$ cat config.mk
export PLATFORM = sky130hd
export DESIGN_NAME = exe_unit_seq_flat
export DESIGN_NICKNAME = d
export VERILOG_FILES = /design/src/rtl/exe_unit_seq_pkg.sv /design/src/rtl/exe_unit_seq_if.sv /design/src/rtl/exe_unit_seq_serial_core.sv /design/src/rtl/exe_unit_seq.sv /design/src/flat_wrapper.sv
export SDC_FILE = /design/constraint.sdc
export NUM_CORES = 1
export LEC_CHECK = 0
export ABC_AREA = 1
export CORE_MARGIN = 5
export CORE_UTILIZATION = 50
export CTS_CLUSTER_SIZE = 40
export DETAILED_ROUTE_END_ITERATION = 8
export PLACE_DENSITY = 0.78
export REMOVE_ABC_BUFFERS = 1
export SYNTH_ARGS = -nofsm -noshare
export SYNTH_HDL_FRONTEND = slang
export SYNTH_SLANG_ARGS = --single-unit
$ cat constraint.sdc
create_clock -name i_clk -period 2.07 [get_ports i_clk]
set_input_delay 0.621 -clock i_clk [delete_from_list [all_inputs] [get_ports i_clk]]
set_output_delay 0.621 -clock i_clk [all_outputs]
set_load 0.1 [all_outputs]
$ cat src/rtl/exe_unit_seq_pkg.sv
// Shared definitions for the sequential execution unit: opcode encodings,
// FSM state type and the result-flag helper.
package exe_pkg;

  // Widest result the flag helper can inspect; BITS must not exceed this.
  localparam int FLAG_MAX_BITS = 64;

  localparam logic [3:0] OP_ADD  = 4'b0000;
  localparam logic [3:0] OP_NOR  = 4'b0001;
  localparam logic [3:0] OP_NAND = 4'b0010;
  localparam logic [3:0] OP_SHL  = 4'b0011;
  localparam logic [3:0] OP_SRA  = 4'b0100;
  localparam logic [3:0] OP_GRAY = 4'b0101;
  localparam logic [3:0] OP_ZCNT = 4'b0110;
  localparam logic [3:0] OP_OH2B = 4'b0111;
  localparam logic [3:0] OP_CRC  = 4'b1000;
  localparam logic [3:0] OP_SUB  = 4'b1001;
  localparam logic [3:0] OP_MUL  = 4'b1010;

  typedef enum logic [1:0] {
    IDLE = 2'd0,
    CALC = 2'd1,
    HOLD = 2'd2
  } state_t;

  // Returns {OF, BF, PF} for the low 'bits' bits of result:
  // all ones, exactly one bit set, odd number of set bits.
  function automatic logic [2:0] flags(input logic [FLAG_MAX_BITS-1:0] result,
                                       input int bits);
    int  ones;
    logic all_ones;
    ones     = 0;
    all_ones = 1'b1;
    for (int i = 0; i < FLAG_MAX_BITS; i++) begin
      if (i < bits) begin
        if (result[i]) ones++;
        else all_ones = 1'b0;
      end
    end
    return {all_ones, (ones == 1), ones[0]};
  endfunction

endpackage

$ cat src/rtl/exe_unit_seq_if.sv
// Operand/result handshake bundle for exe_unit_seq. The slave modport is the
// execution unit, the master modport is whoever issues work and drains results.
interface exe_unit_seq_if #(
  parameter int BITS = 8,
  parameter int N    = 4
);
  logic            i_valid;
  logic            o_ready;
  logic [N-1:0]    i_oper;
  logic [BITS-1:0] i_argA;
  logic [BITS-1:0] i_argB;
  logic            o_valid;
  logic            i_ready;
  logic [BITS-1:0] o_result;
  logic            o_OF;
  logic            o_BF;
  logic            o_PF;
  logic            o_VF;

  modport slave (
    input  i_valid, i_oper, i_argA, i_argB, i_ready,
    output o_ready, o_valid, o_result, o_OF, o_BF, o_PF, o_VF
  );

  modport master (
    output i_valid, i_oper, i_argA, i_argB, i_ready,
    input  o_ready, o_valid, o_result, o_OF, o_BF, o_PF, o_VF
  );
endinterface

$ cat src/rtl/exe_unit_seq_serial_core.sv
// Bit-serial datapath for exe_unit_seq: CRC over operand A (MSB first) and,
// when EXE_SEQ_MUL_EN is defined, an unsigned shift-add multiplier.
// A start pulse performs the first iteration immediately from the live
// operands; done pulses one cycle after the last of BITS iterations.
module exe_serial_core #(
  parameter int BITS  = 8,
  parameter int CRC_W = 4
) (
  input  logic             clk,
  input  logic             rst_n,
  input  logic             start,
`ifdef EXE_SEQ_MUL_EN
  input  logic             mul_sel,
  input  logic [BITS-1:0]  arg_b,
`endif
  input  logic [BITS-1:0]  arg_a,
  input  logic [CRC_W-1:0] poly,
  output logic             done,
  output logic [BITS-1:0]  result,
  output logic             ovf
);

  localparam int LEN = $clog2(BITS);

  logic             busy;
  logic [LEN-1:0]   cnt;
  logic [BITS-1:0]  data;
  logic [CRC_W-1:0] crc;
  logic [CRC_W-1:0] poly_q;

  logic [BITS-1:0]  data_cur;
  logic [CRC_W-1:0] crc_cur;
  logic [CRC_W-1:0] poly_cur;
  logic [CRC_W-1:0] crc_nxt;
  logic             fb;

  // One CRC step, sourcing fresh operands on start so no cycle is lost loading.
  always_comb begin
    crc_cur  = start ? '0 : crc;
    data_cur = start ? arg_a : data;
    poly_cur = start ? poly : poly_q;
    fb       = crc_cur[CRC_W-1] ^ data_cur[BITS-1];
    crc_nxt  = (crc_cur << 1) ^ (fb ? poly_cur : '0);
  end

  // Iteration counter and CRC/shift registers.
  always_ff @(posedge clk or negedge rst_n) begin
    if (!rst_n) begin
      busy   <= 1'b0;
      done   <= 1'b0;
      cnt    <= '0;
      data   <= '0;
      crc    <= '0;
      poly_q <= '0;
    end else begin
      done <= 1'b0;
      if (start) begin
        busy <= 1'b1;
        cnt  <= LEN'(1);
      end else if (busy) begin
        cnt <= cnt + LEN'(1);
        if (cnt == LEN'(BITS - 1)) begin
          busy <= 1'b0;
          done <= 1'b1;
        end
      end
      if (start || busy) begin
        crc    <= crc_nxt;
        data   <= data_cur << 1;
        poly_q <= poly_cur;
      end
    end
  end

`ifdef EXE_SEQ_MUL_EN
  logic [BITS-1:0] hi;
  logic [BITS-1:0] lo;
  logic [BITS-1:0] mcand;
  logic [BITS-1:0] hi_cur;
  logic [BITS-1:0] lo_cur;
  logic [BITS-1:0] mcand_cur;
  logic [BITS:0]   sum;
  logic            mul_q;

  // One shift-add step: add multiplicand when the multiplier LSB is set.
  always_comb begin
    hi_cur    = start ? '0 : hi;
    lo_cur    = start ? arg_b : lo;
    mcand_cur = start ? arg_a : mcand;
    sum       = {1'b0, hi_cur} + (lo_cur[0] ? {1'b0, mcand_cur} : '0);
  end

  // Product register {hi, lo} shifts right one place per iteration.
  always_ff @(posedge clk or negedge rst_n) begin
    if (!rst_n) begin
      hi    <= '0;
      lo    <= '0;
      mcand <= '0;
      mul_q <= 1'b0;
    end else begin
      if (start) mul_q <= mul_sel;
      if (start || busy) begin
        hi    <= sum[BITS:1];
        lo    <= {sum[0], lo_cur[BITS-1:1]};
        mcand <= mcand_cur;
      end
    end
  end

  assign result = mul_q ? lo : {{(BITS-CRC_W){1'b0}}, crc};
  assign ovf    = mul_q & (|hi);
`else
  assign result = {{(BITS-CRC_W){1'b0}}, crc};
  assign ovf    = 1'b0;
`endif

endmodule

$ cat src/rtl/exe_unit_seq.sv
// Handshaked sequential execution unit. Single-cycle ops answer one clock
// after acceptance; CRC (and multiply when EXE_SEQ_MUL_EN is defined) run
// bit-serially in exe_serial_core. Results and flags are held in HOLD until
// the consumer takes them.
module exe_unit_seq
  import exe_pkg::*;
#(
  parameter int BITS  = 8,
  parameter int N     = 4,
  parameter int CRC_W = 4
) (
  input logic          i_clk,
  input logic          i_rst_n,
  exe_unit_seq_if.slave bus
);

  localparam int LEN = $clog2(BITS);

  state_t          state;
  logic            accept;
  logic            is_serial;
  logic [BITS-1:0] result_q;
  logic            of_q, bf_q, pf_q, vf_q;

  logic [BITS-1:0] sc_result;
  logic            sc_vf;
  logic [2:0]      sc_flags;
  logic [BITS-1:0] sum_ab;
  logic [BITS-1:0] diff_ab;
  logic [BITS-1:0] zeros;
  logic [BITS-1:0] oh_idx;
  int              ones;
  logic            big_b;
  logic [LEN-1:0]  sh;

  logic            core_done;
  logic [BITS-1:0] core_result;
  logic            core_ovf;
  logic [2:0]      core_flags;

  assign bus.o_ready  = (state == IDLE);
  assign bus.o_valid  = (state == HOLD);
  assign bus.o_result = result_q;
  assign bus.o_OF     = of_q;
  assign bus.o_BF     = bf_q;
  assign bus.o_PF     = pf_q;
  assign bus.o_VF     = vf_q;

  assign accept = bus.i_valid && bus.o_ready;

`ifdef EXE_SEQ_MUL_EN
  assign is_serial = (bus.i_oper == N'(OP_CRC)) || (bus.i_oper == N'(OP_MUL));
`else
  assign is_serial = (bus.i_oper == N'(OP_CRC));
`endif

  // Single-cycle result from the live operands; only captured on accept.
  always_comb begin
    sc_result = '1;
    sc_vf     = 1'b0;
    sum_ab    = bus.i_argA + bus.i_argB;
    diff_ab   = bus.i_argA - bus.i_argB;
    zeros     = '0;
    oh_idx    = '0;
    ones      = 0;
    big_b     = ({1'b0, bus.i_argB} >= (BITS+1)'(BITS));
    sh        = bus.i_argB[LEN-1:0];
    for (int i = 0; i < BITS; i++) begin
      if (bus.i_argA[i]) begin
        ones++;
        oh_idx = BITS'(i);
      end else begin
        zeros = zeros + BITS'(1);
      end
    end
    case (bus.i_oper)
      N'(OP_ADD): begin
        sc_result = sum_ab;
        sc_vf = (bus.i_argA[BITS-1] == bus.i_argB[BITS-1]) &&
                (sum_ab[BITS-1] != bus.i_argA[BITS-1]);
      end
      N'(OP_NOR):  sc_result = ~(bus.i_argA | bus.i_argB);
      N'(OP_NAND): sc_result = ~(bus.i_argA & bus.i_argB);
      N'(OP_SHL):  sc_result = big_b ? '0 : (bus.i_argA << sh);
      N'(OP_SRA):  sc_result = big_b ? {BITS{bus.i_argA[BITS-1]}}
                                     : BITS'($signed(bus.i_argA) >>> sh);
      N'(OP_GRAY): sc_result = bus.i_argA ^ (bus.i_argA >> 1);
      N'(OP_ZCNT): sc_result = zeros;
      N'(OP_OH2B): sc_result = (ones == 1) ? oh_idx : '1;
      N'(OP_SUB): begin
        sc_result = diff_ab;
        sc_vf = (bus.i_argA[BITS-1] != bus.i_argB[BITS-1]) &&
                (diff_ab[BITS-1] != bus.i_argA[BITS-1]);
      end
      default: sc_result = '1;
    endcase
  end

  assign sc_flags   = flags(FLAG_MAX_BITS'(sc_result), BITS);
  assign core_flags = flags(FLAG_MAX_BITS'(core_result), BITS);

  exe_serial_core #(
    .BITS (BITS),
    .CRC_W(CRC_W)
  ) u_core (
    .clk    (i_clk),
    .rst_n  (i_rst_n),
    .start  (accept && is_serial),
`ifdef EXE_SEQ_MUL_EN
    .mul_sel(bus.i_oper == N'(OP_MUL)),
    .arg_b  (bus.i_argB),
`endif
    .arg_a  (bus.i_argA),
    .poly   (bus.i_argB[CRC_W-1:0]),
    .done   (core_done),
    .result (core_result),
    .ovf    (core_ovf)
  );

  // IDLE/CALC/HOLD sequencing with result and flag registers.
  always_ff @(posedge i_clk or negedge i_rst_n) begin
    if (!i_rst_n) begin
      state    <= IDLE;
      result_q <= '0;
      of_q     <= 1'b0;
      bf_q     <= 1'b0;
      pf_q     <= 1'b0;
      vf_q     <= 1'b0;
    end else begin
      case (state)
        IDLE: begin
          if (accept) begin
            if (is_serial) begin
              state <= CALC;
            end else begin
              state                <= HOLD;
              result_q             <= sc_result;
              {of_q, bf_q, pf_q}   <= sc_flags;
              vf_q                 <= sc_vf;
            end
          end
        end
        CALC: begin
          if (core_done) begin
            state                <= HOLD;
            result_q             <= core_result;
            {of_q, bf_q, pf_q}   <= core_flags;
            vf_q                 <= core_ovf;
          end
        end
        HOLD: begin
          if (bus.i_ready) state <= IDLE;
        end
        default: state <= IDLE;
      endcase
    end
  end

endmodule

$ cat src/flat_wrapper.sv
// flat-port wrapper written by rule: the top's interface ports become plain ports
module exe_unit_seq_flat import exe_pkg::*;
#(
  parameter int BITS  = 8,
  parameter int N     = 4,
  parameter int CRC_W = 4
)
  (i_clk, i_rst_n, bus_i_valid, bus_i_oper, bus_i_argA, bus_i_argB, bus_i_ready, bus_o_ready, bus_o_valid, bus_o_result, bus_o_OF, bus_o_BF, bus_o_PF, bus_o_VF);
  exe_unit_seq_if #(.BITS(BITS), .N(N)) bus_i ();
  input logic i_clk;
  input logic i_rst_n;
  input wire logic [$bits(bus_i.i_valid)-1:0] bus_i_valid;
  input wire logic [$bits(bus_i.i_oper)-1:0] bus_i_oper;
  input wire logic [$bits(bus_i.i_argA)-1:0] bus_i_argA;
  input wire logic [$bits(bus_i.i_argB)-1:0] bus_i_argB;
  input wire logic [$bits(bus_i.i_ready)-1:0] bus_i_ready;
  output wire logic [$bits(bus_i.o_ready)-1:0] bus_o_ready;
  output wire logic [$bits(bus_i.o_valid)-1:0] bus_o_valid;
  output wire logic [$bits(bus_i.o_result)-1:0] bus_o_result;
  output wire logic [$bits(bus_i.o_OF)-1:0] bus_o_OF;
  output wire logic [$bits(bus_i.o_BF)-1:0] bus_o_BF;
  output wire logic [$bits(bus_i.o_PF)-1:0] bus_o_PF;
  output wire logic [$bits(bus_i.o_VF)-1:0] bus_o_VF;
  assign bus_i.i_valid = bus_i_valid;
  assign bus_i.i_oper = bus_i_oper;
  assign bus_i.i_argA = bus_i_argA;
  assign bus_i.i_argB = bus_i_argB;
  assign bus_i.i_ready = bus_i_ready;
  assign bus_o_ready = bus_i.o_ready;
  assign bus_o_valid = bus_i.o_valid;
  assign bus_o_result = bus_i.o_result;
  assign bus_o_OF = bus_i.o_OF;
  assign bus_o_BF = bus_i.o_BF;
  assign bus_o_PF = bus_i.o_PF;
  assign bus_o_VF = bus_i.o_VF;
  exe_unit_seq #(.BITS(BITS), .N(N), .CRC_W(CRC_W)) u_core (.i_clk(i_clk), .i_rst_n(i_rst_n), .bus(bus_i));
endmodule
==> qor.csv, run 1 <==
metric,value,unit
outcome,stopped before the end,
stop_stage,5_1_grt,
tool.error,[ERROR GRT-0232] Routing congestion too high. Check the congestion heatmap in the GUI.,
clkSinkCount,34,
synthDominantAreaCellType,dfrtp_1,
cts.root.buffer_cell,clkbuf_8,
synth-warning-count,0,
synth.top_cells.by_area,"dfrtp_1 17%, nand2_1 16%, ha_1 14%, inv_1 7.6%, nor2_1 6.5%",
synth.top_cells.by_count,"206 x nand2_1, 100 x inv_1, 86 x nor2_1",
maximum_buffer_depth_of_the_clock_tree,2,
synth_edf_count,0,
worstEpCategory,sequential cell input,
grt_overflow_total,63,
dpl_cell_area,6987,µm²
gp_congestion,0.9833,
placed_cells,1135,
rows,36,
clock_tree.htree_level_count,2,
ioPinCount,38,
synth-async-reset-ratio,1.000,
grt_util_all_layers,0.6705,
gr_repair_worst_ep,u_core.bus.o_BF$_DFFE_PN0P_/D,
numPortBuffers,37,
post-synth-top-count-cell,nand2_1,
yosys_cell_types,51,
die-width,109.5,µm
postSynthCellCount,792,
dp.final_hpwl,12910,µm
synth.avg_cell_area,6.248,µm²
synth.yosys.seq_area_share,0.1719,
initial_core_util,0.5086,
maximum_number_of_pins_on_one_net_before_global_route_repair,35,
tritoncts.num_buffers,5,
post-synth-top-area-fraction,0.1719,
die_h,109.5,µm
netlist_area,4948,µm²
post_synth_top_flop,dfrtp_1,
yosys_register_bits,34,
[metrics by stage]
stage / setup TNS, ns / worst slack [ns] / utilization
after floorplan: -53.15 / -5.463 / -
after global placement: -46.21 / -5.937 / 0.7181
after detailed placement: -48.93 / -6.198 / 0.7181
after CTS: -31.10 / -4.736 / 0.8571
[cells by family after synthesis]
kind of cell	Yosys count	synth area share
adder cells (fa/ha/maj)	56	0.1446
AND/OR/NAND/NOR	433	0.4073
buffers and inverters	133	0.1077
XOR/XNOR	11	0.01947
flip-flops	34	0.1719
AO/OA/AOI/OAI	125	0.1489
[routing by layer]
layer | GRT usage | GRT overflow
met2 | 0.8553 | 28
met4 | 0.7168 | 33
met1 | 0.6302 | 1
met3 | 0.5314 | 1
met5 | 0.1027 | 0
[repair_timing]
action | in CTS
pin swaps | 70
hold buffers | 0
buffers inserted | 98
setup endpoints to repair | 24
resized for setup | 165
==> inputs of run 2 (changes only) <==
--- a/config.mk
+++ b/config.mk
@@ -7,10 +7,9 @@
 export LEC_CHECK = 0
 export ABC_AREA = 1
 export CORE_MARGIN = 5
-export CORE_UTILIZATION = 50
-export CTS_CLUSTER_SIZE = 40
+export CORE_UTILIZATION = 35
 export DETAILED_ROUTE_END_ITERATION = 8
-export PLACE_DENSITY = 0.78
+export PLACE_DENSITY_LB_ADDON = 0.15
 export REMOVE_ABC_BUFFERS = 1
 export SYNTH_ARGS = -nofsm -noshare
 export SYNTH_HDL_FRONTEND = slang
==> constraint.sdc (replaced) <==
create_clock -name i_clk -period 2.7 [get_ports i_clk]
set_input_delay 0.81 -clock i_clk [delete_from_list [all_inputs] [get_ports i_clk]]
set_output_delay 0.81 -clock i_clk [all_outputs]
set_load 0.1 [all_outputs]
==> run 2 against run 1 <==
Effect of this change: the flow now finishes, with violations (setup timing); area after synthesis unchanged; synthesized cell count unchanged.
==> qor.csv, run 2 <==
metric,value,unit
post-synth-top-area-fraction,0.1719,
fill_cells,1283,
slew-limit-headroom,0.7022,
synth.yosys.seq_area_share,0.1719,
drtAntennaViolNets,0,
worst-setup-path-type,primary input to flip-flop,
final_min_period_over_clock_period,2.573,
mostFrequentLayoutCell,buf_4,
layout.nets,1158,
initial_core_util,0.3565,
vdd.ir_drop.worst,0.4425,mV
final.setup.worst_slack,-4.247,ns
maximum_number_of_pins_on_one_net_before_global_route_repair,35,
fp.coreArea,13880,µm²
tritoncts_clock_tree,yes,
die_h,128.9,µm
dp.final_hpwl,14150,µm
tightest_slew,0.4467,ns
maximum_buffer_depth_of_the_clock_tree,2,
rsz0062_at_grt,true,
intPower,2.534,mW
dr.pass1.iters,5,
fin_total_pwr,4.967,mW
violations_in_the_final_reports,setup timing,
worst_path_most_repeated_cell,ha_4,
dpl_cell_area,6920,µm²
slowest_delay,0.27,ns
setup_violations_final,12,
fp.dieArea,16620,µm²
post_synth_top_flop,dfrtp_1,
finalCriticalPeriod,6.947,ns
max_freq,144.0,MHz
layout_common_cells,"234 x buf_4, 180 x nand2_1, 82 x inv_1, 74 x nor2_1, 60 x nand3_1",
clock_skew,0.003303,ns
slew_viol_final,0,
placed_cells,1187,
final_hold_viol_count,0,
postSynthCellCount,792,
antennaDiodeCount,0,
cp.arrival,7.12,ns
routedWlPerCell,14.52,µm
grt_util_all_layers,0.2178,
total_leakage_power,4.371,nW
synth.avg_cell_area,6.248,µm²
post_route_cells_drive_above_1_share,0.4096,
power.switching_fraction,0.4898,
drcViolationCount,0,
required,2.87,ns
rows,43,
cellPowerDensity,595.6,nW/µm²
clkSinkCount,34,
antenna_found_initial,0,
post-synth-top-count-cell,nand2_1,
critPathMaxFanout,3,
outcome,"finished, violations left",
tritoncts.num_buffers,5,
instances_no_fill,1259,
critical_path.slowest_cell,ha_4,
initialDrtViolationCount,305,
area_growth_syn_to_layout,68.52,%
yosys_cell_types,51,
clock_tree.htree_level_count,2,
gp_congestion,0.9655,
post-route-cell-area,8339,µm²
netlist_area,4948,µm²
detailed_route_vias_per_instance,4.894,
power.share.clock,0.126,
yosys_register_bits,34,
ioPinCount,38,
synth_edf_count,0,
setup-tns-final,-26.41,ns
synthDominantAreaCellType,dfrtp_1,
cts.reportedPaths.clkPinSlew,0.05,ns
detailroute.via_count,6161,
cts.root.buffer_cell,clkbuf_16,
max-cap-violations,0,
grt_overflow_total,0,
synth.top_cells.by_area,"dfrtp_1 17%, nand2_1 16%, ha_1 14%, inv_1 7.6%, nor2_1 6.5%",
grt_pass1_wl,29390,µm
power.combinational.fraction,0.707,
worstSkewPairLatency,0.28,ns
seqPwrFrac,0.167,
worst_hold_path_type,flip-flop to flip-flop,
synth.top_cells.by_count,"206 x nand2_1, 100 x inv_1, 86 x nor2_1",
number_of_global_route_vias_before_repair,6217,
die-width,128.9,µm
switching_power,2.433,mW
critPathLaunchType,primary input,
numPortBuffers,37,
synth-async-reset-ratio,1.000,
drt_wl_total,18280,µm
setup.worst_path.end_class,flip-flop,
synth-warning-count,0,
largest_reg_flops,8,
-- run 2: cell counts after synthesis --
No cell type changed its count.
-- run 2: final cells by class --
cell class                 instances  area, µm²  share of cell area
sequential                        34      850.8              0.1020
clock buffer                       8      166.4             0.01996
multi-input combinational        625       4136              0.4960
inverter                         112      444.2             0.05326
tap                              180      225.2             0.02701
timing repair inverter             1      5.005           0.0006001
timing repair buffer             299       2511              0.3011
-- run 2: layer usage --
layer | track usage | share of wire | vias to the layer above
li1 | - | - | 3157
met1 | 0.2638 | 0.42 | 2863
met2 | 0.3991 | 0.52 | 113
met3 | 0.02076 | 0.032 | 28
met4 | 0.07721 | 0.025 | 0
met5 | 0 | 0 | -
-- run 2: power by group through the flow --
stage | sequential [mW] | combinational [mW] | clock, mW
floorplan | 1.33 | 1.36 | 0
global placement | 0.824 | 2.85 | 0
detailed placement | 0.835 | 2.92 | 0
CTS | 0.828 | 3.30 | 0.633
global route | 0.849 | 3.83 | 0.648
finish | 0.829 | 3.51 | 0.628
-- run 2: path summary, 6_finish.rpt --
kind / from / endpoint / slack [ns] / depth (start not counted)
worst max-delay path: bus_i_argA[0] / u_core.bus.o_BF / -4.25 / 53
max in group asynchronous: i_rst_n / u_core.bus.o_result[2] / 1.44 / 2
worst min register to register: u_core.bus.o_result[0] / u_core.bus.o_result[0] / 0.48 / 2
min in group asynchronous: i_rst_n / u_core.u_core.busy / 0.94 / 2
worst min-delay path: u_core.bus.o_result[0] / u_core.bus.o_result[0] / 0.48 / 2
worst max register to register: u_core.state[0] / u_core.u_core.crc[3] / 0.52 / 11
-- run 2: repair_timing --
item,in CTS,in global routing
buffers inserted,61,11
gates resized for setup,143,72
gates cloned,0,1
pin swaps,58,64
setup endpoints to repair,15,16
hold buffers,0,0
-- run 2: kinds of logic (layout without fill, tap and decap cells) --
kind of cell	count (synthesis)	in the layout	share of synthesized area
xor+xnor	11	11	0.01947
fa+ha+maj	56	56	0.1446
simple gates	433	433	0.4073
compound gates	125	125	0.1489
flops	34	34	0.1719
buf+inv	133	420	0.1077
-- run 2: worst max-delay path, delay by kind of cell --
kind	cells	cell delay [ns]
buffers and inverters	10	0.60
AOI/OAI and AO/OA	2	0.34
adders and majority gates	12	2.63
and+or+nand+nor	29	2.73
-- run 2: through the flow --
| step | hold WS (ns) | worst slack, ns | utilization |
|---|---|---|---|
| floorplan | 0.4607 | -5.022 | - |
| global placement | 0.4656 | -5.573 | 0.4986 |
| detailed placement | 0.4690 | -5.840 | 0.4986 |
| CTS | 0.4834 | -4.453 | 0.5769 |
| global route | 0.5070 | -4.566 | 0.6008 |
| finish | 0.4805 | -4.247 | 0.6008 |
No activity file was read; power rests on OpenSTA's default activity.
==> RTL change: new RTL, flow settings as in run 2 <==
The 3 states of `state_t` get a one-hot encoding in 3 bits.
--- a/src/rtl/exe_unit_seq_pkg.sv
+++ b/src/rtl/exe_unit_seq_pkg.sv
@@ -18,8 +18,8 @@
   localparam logic [3:0] OP_MUL  = 4'b1010;
 
-  typedef enum logic [1:0] {
-    IDLE = 2'd0,
-    CALC = 2'd1,
-    HOLD = 2'd2
+  typedef enum logic [2:0] {
+    IDLE = 3'b001,
+    CALC = 3'b010,
+    HOLD = 3'b100
   } state_t;
 
Function: no difference found for any inputs over 4 cycles, from zero or initial values and one cycle with i_rst_n low; so few cycles prove little.
==> RTL change against run 2 <==
The flow still finishes with violations (setup timing); register-to-register slack gained 0.05 ns; wire length grew 8.0%; via count grew 6.7%; cell area grew 5.6%; sequential cell count grew 1; power grew 9.1%; area after synthesis grew 1.2%; clock skew is essentially flat; worst setup slack lost 0.50 ns; critical path type unchanged.
==> RTL change: results (changes against run 2) <==
ANT cells - 0 (unchanged)
TNS Setup - -36.60 ns (-10.19 ns)
worst hold slack - 0.470 ns (-0.0104 ns)
Worst Hold Class - reg2reg
mux cell area share after synthesis - 0 (unchanged)
DR vias - 6,573 (+6.7%)
DRT iter0 DRCs - 340 (+11%)
post-synthesis adder-cell area fraction - 0.143 (-0.00177)
Hold Path End - u_core.bus.o_result[1]
synth top area cells - dfrtp_1 17%, nand2_1 16%, ha_1 13%
Slew HR - 0.461 (-0.241)
antenna violations before repair - 0 (unchanged)
clk_skew - 0.00349 ns (+0.000183 ns)
worst reg-to-reg setup slack - 0.57 ns (+0.05 ns)
Min-Delay Path Depth - 2 (unchanged)
GPL Wtd Cong - 0.953 (-1.3%)
hold_sp - u_core.bus.o_result[1]
first-pass iteration count of the detailed router - 5 (unchanged)
setup violators final - 12 (unchanged)
top cells by count, synth - 209 x nand2_1, 101 x inv_1, 75 x nand3_1, 71 x nor2_1, 54 x ha_1
final worst slack - -4.74 ns (-0.497 ns)
leak pwr - 0.00460 µW (+5.3%)
failing checks - setup timing
placed cell area - 7050 µm² (+1.8%)
first-pass GRT wire length - 31,600 µm (+7.6%)
Max FO, Critical Path - 4 (+1)
R2R Path Start - u_core.state[2]
Reg clk slew, reported paths - 0.05 ns (about the same)
share of post-route cells with drive strength above 1 - 0.448 (+0.0388)
Reg2Reg Capture Point - u_core.bus.o_OF
H-tree depth - 2 (unchanged)
TritonCTS Buffers - 5 (unchanged)
HPWL Detailed - 14,300 µm (+1.1%)
number of flip-flops in the largest register - 8 (unchanged)
CTS max path bufs - 2 (unchanged)
total global-route track usage - 0.233 (+0.0148)
crit path DAT - 7.62 ns (+0.50 ns)
status - finished, violations left
I/O Buffers - 37 (unchanged)
vias in the first global route - 6,656 (+7.1%)
Synth Area in XOR/XNOR - 0.0192 (-0.000238)
largest net degree at the start of global routing - 36 (+2.9%)
sequential fraction of the synthesis area - 0.175 (+0.00314)
Yosys cell types - 54 (+5.9%)
Critical-path top delay cell - ha_1
Compound-Gate Fraction of Synth Area - 0.148 (-0.000574)
VDD IR-drop max - 0.000333 V (-25%)
fin nets - 1,203 (+3.9%)
Worst-Skew Late Latency - 0.28 ns (about the same)
Synth async-reset ratio - 1.00 (unchanged)
worst stage delay on the critical path - 0.28 ns
count of yosys warnings during synthesis - 0 (unchanged)
WL final - 19,700 µm (+8.0%)
Reg2Reg Depth - 11 (unchanged)
[RTL change: changes by cell type after synthesis, sizes merged, moves of 3 or more]
| cell | change |
|---|---|
| nand3 | +11 |
| o21ai | -7 |
| o211ai | +4 |
| a31oi | +3 |
| nor2 | -15 |
| nand4 | -3 |
[RTL change: report_power, final]
| part | total [µW] | switching [µW] | internal, µW |
|---|---|---|---|
| logic | 3890 | 2230 | 1660 |
| clock network | 690 | 231 | 459 |
| registers | 842 | 122 | 721 |
| total | 5420 | 2580 | 2840 |
[RTL change: worst max-delay path by stage]
stage | start | to | slack, ns | cells past startpoint
floorplan | bus_i_argA[0] | u_core.bus.o_BF | -5.41 | 58
global placement | bus_i_argA[0] | u_core.bus.o_BF | -6.00 | 57
detailed placement | bus_i_argA[0] | u_core.bus.o_BF | -6.25 | 57
CTS | bus_i_argA[1] | u_core.bus.o_BF | -4.68 | 58
global route | bus_i_argA[0] | u_core.bus.o_BF | -5.00 | 58
finish | bus_i_argA[0] | u_core.bus.o_BF | -4.74 | 57
[RTL change: logic make-up (layout without fill, tap and decap cells)]
kind of cell    after synthesis  count (layout)
fa+ha+maj                    56              56
compound gates              124             124
flops                        35              35
xor+xnor                     11              11
simple gates                429             429
buf+inv                     135             469
[RTL change: worst max-delay path, delay by kind of cell]
kind	cells	cell delay (ns)
buf+inv	13	0.87
fa+ha+maj	12	2.63
compound gates	3	0.46
simple gates	29	2.83
[RTL change: final cells by class]
class | instances | area [µm²]
clock buffer | 6 | 139
clock inverter | 2 | 35.0
fill | 1222 | 5130
inverter | 113 | 462
multi-input combinational | 620 | 4180
sequential | 35 | 877
tap | 180 | 225
timing repair buffer | 348 | 2880
[RTL change: stage by stage]
step | cells | worst slack (ns) | utilization
after global routing | 1304 | -5.00 | 0.632
after floorplan | 768 | -5.41 | -
after detailed placement | 1194 | -6.25 | 0.506
final | 1304 | -4.74 | 0.632
after CTS | 1295 | -4.68 | 0.610
after global placement | 1194 | -6.00 | 0.506
[RTL change: layer usage]
layer	GRT usage	wire length (µm)	vias to the layer above
li1	-	-	3251
met1	0.279	8060	3087
met2	0.426	10000	178
met3	0.0165	836	57
met4	0.100	793	0
met5	0	0	-
[RTL change: what timing repair did]
item | in CTS | in global routing
resized for setup | 161 | 72
setup buffers | 98 | 13
hold buffers | 0 | 0
pin swaps | 72 | 62
setup endpoints to repair | 12 | 16
cloned | 0 | 0
endpoints found under the hold margin | 0 | 0
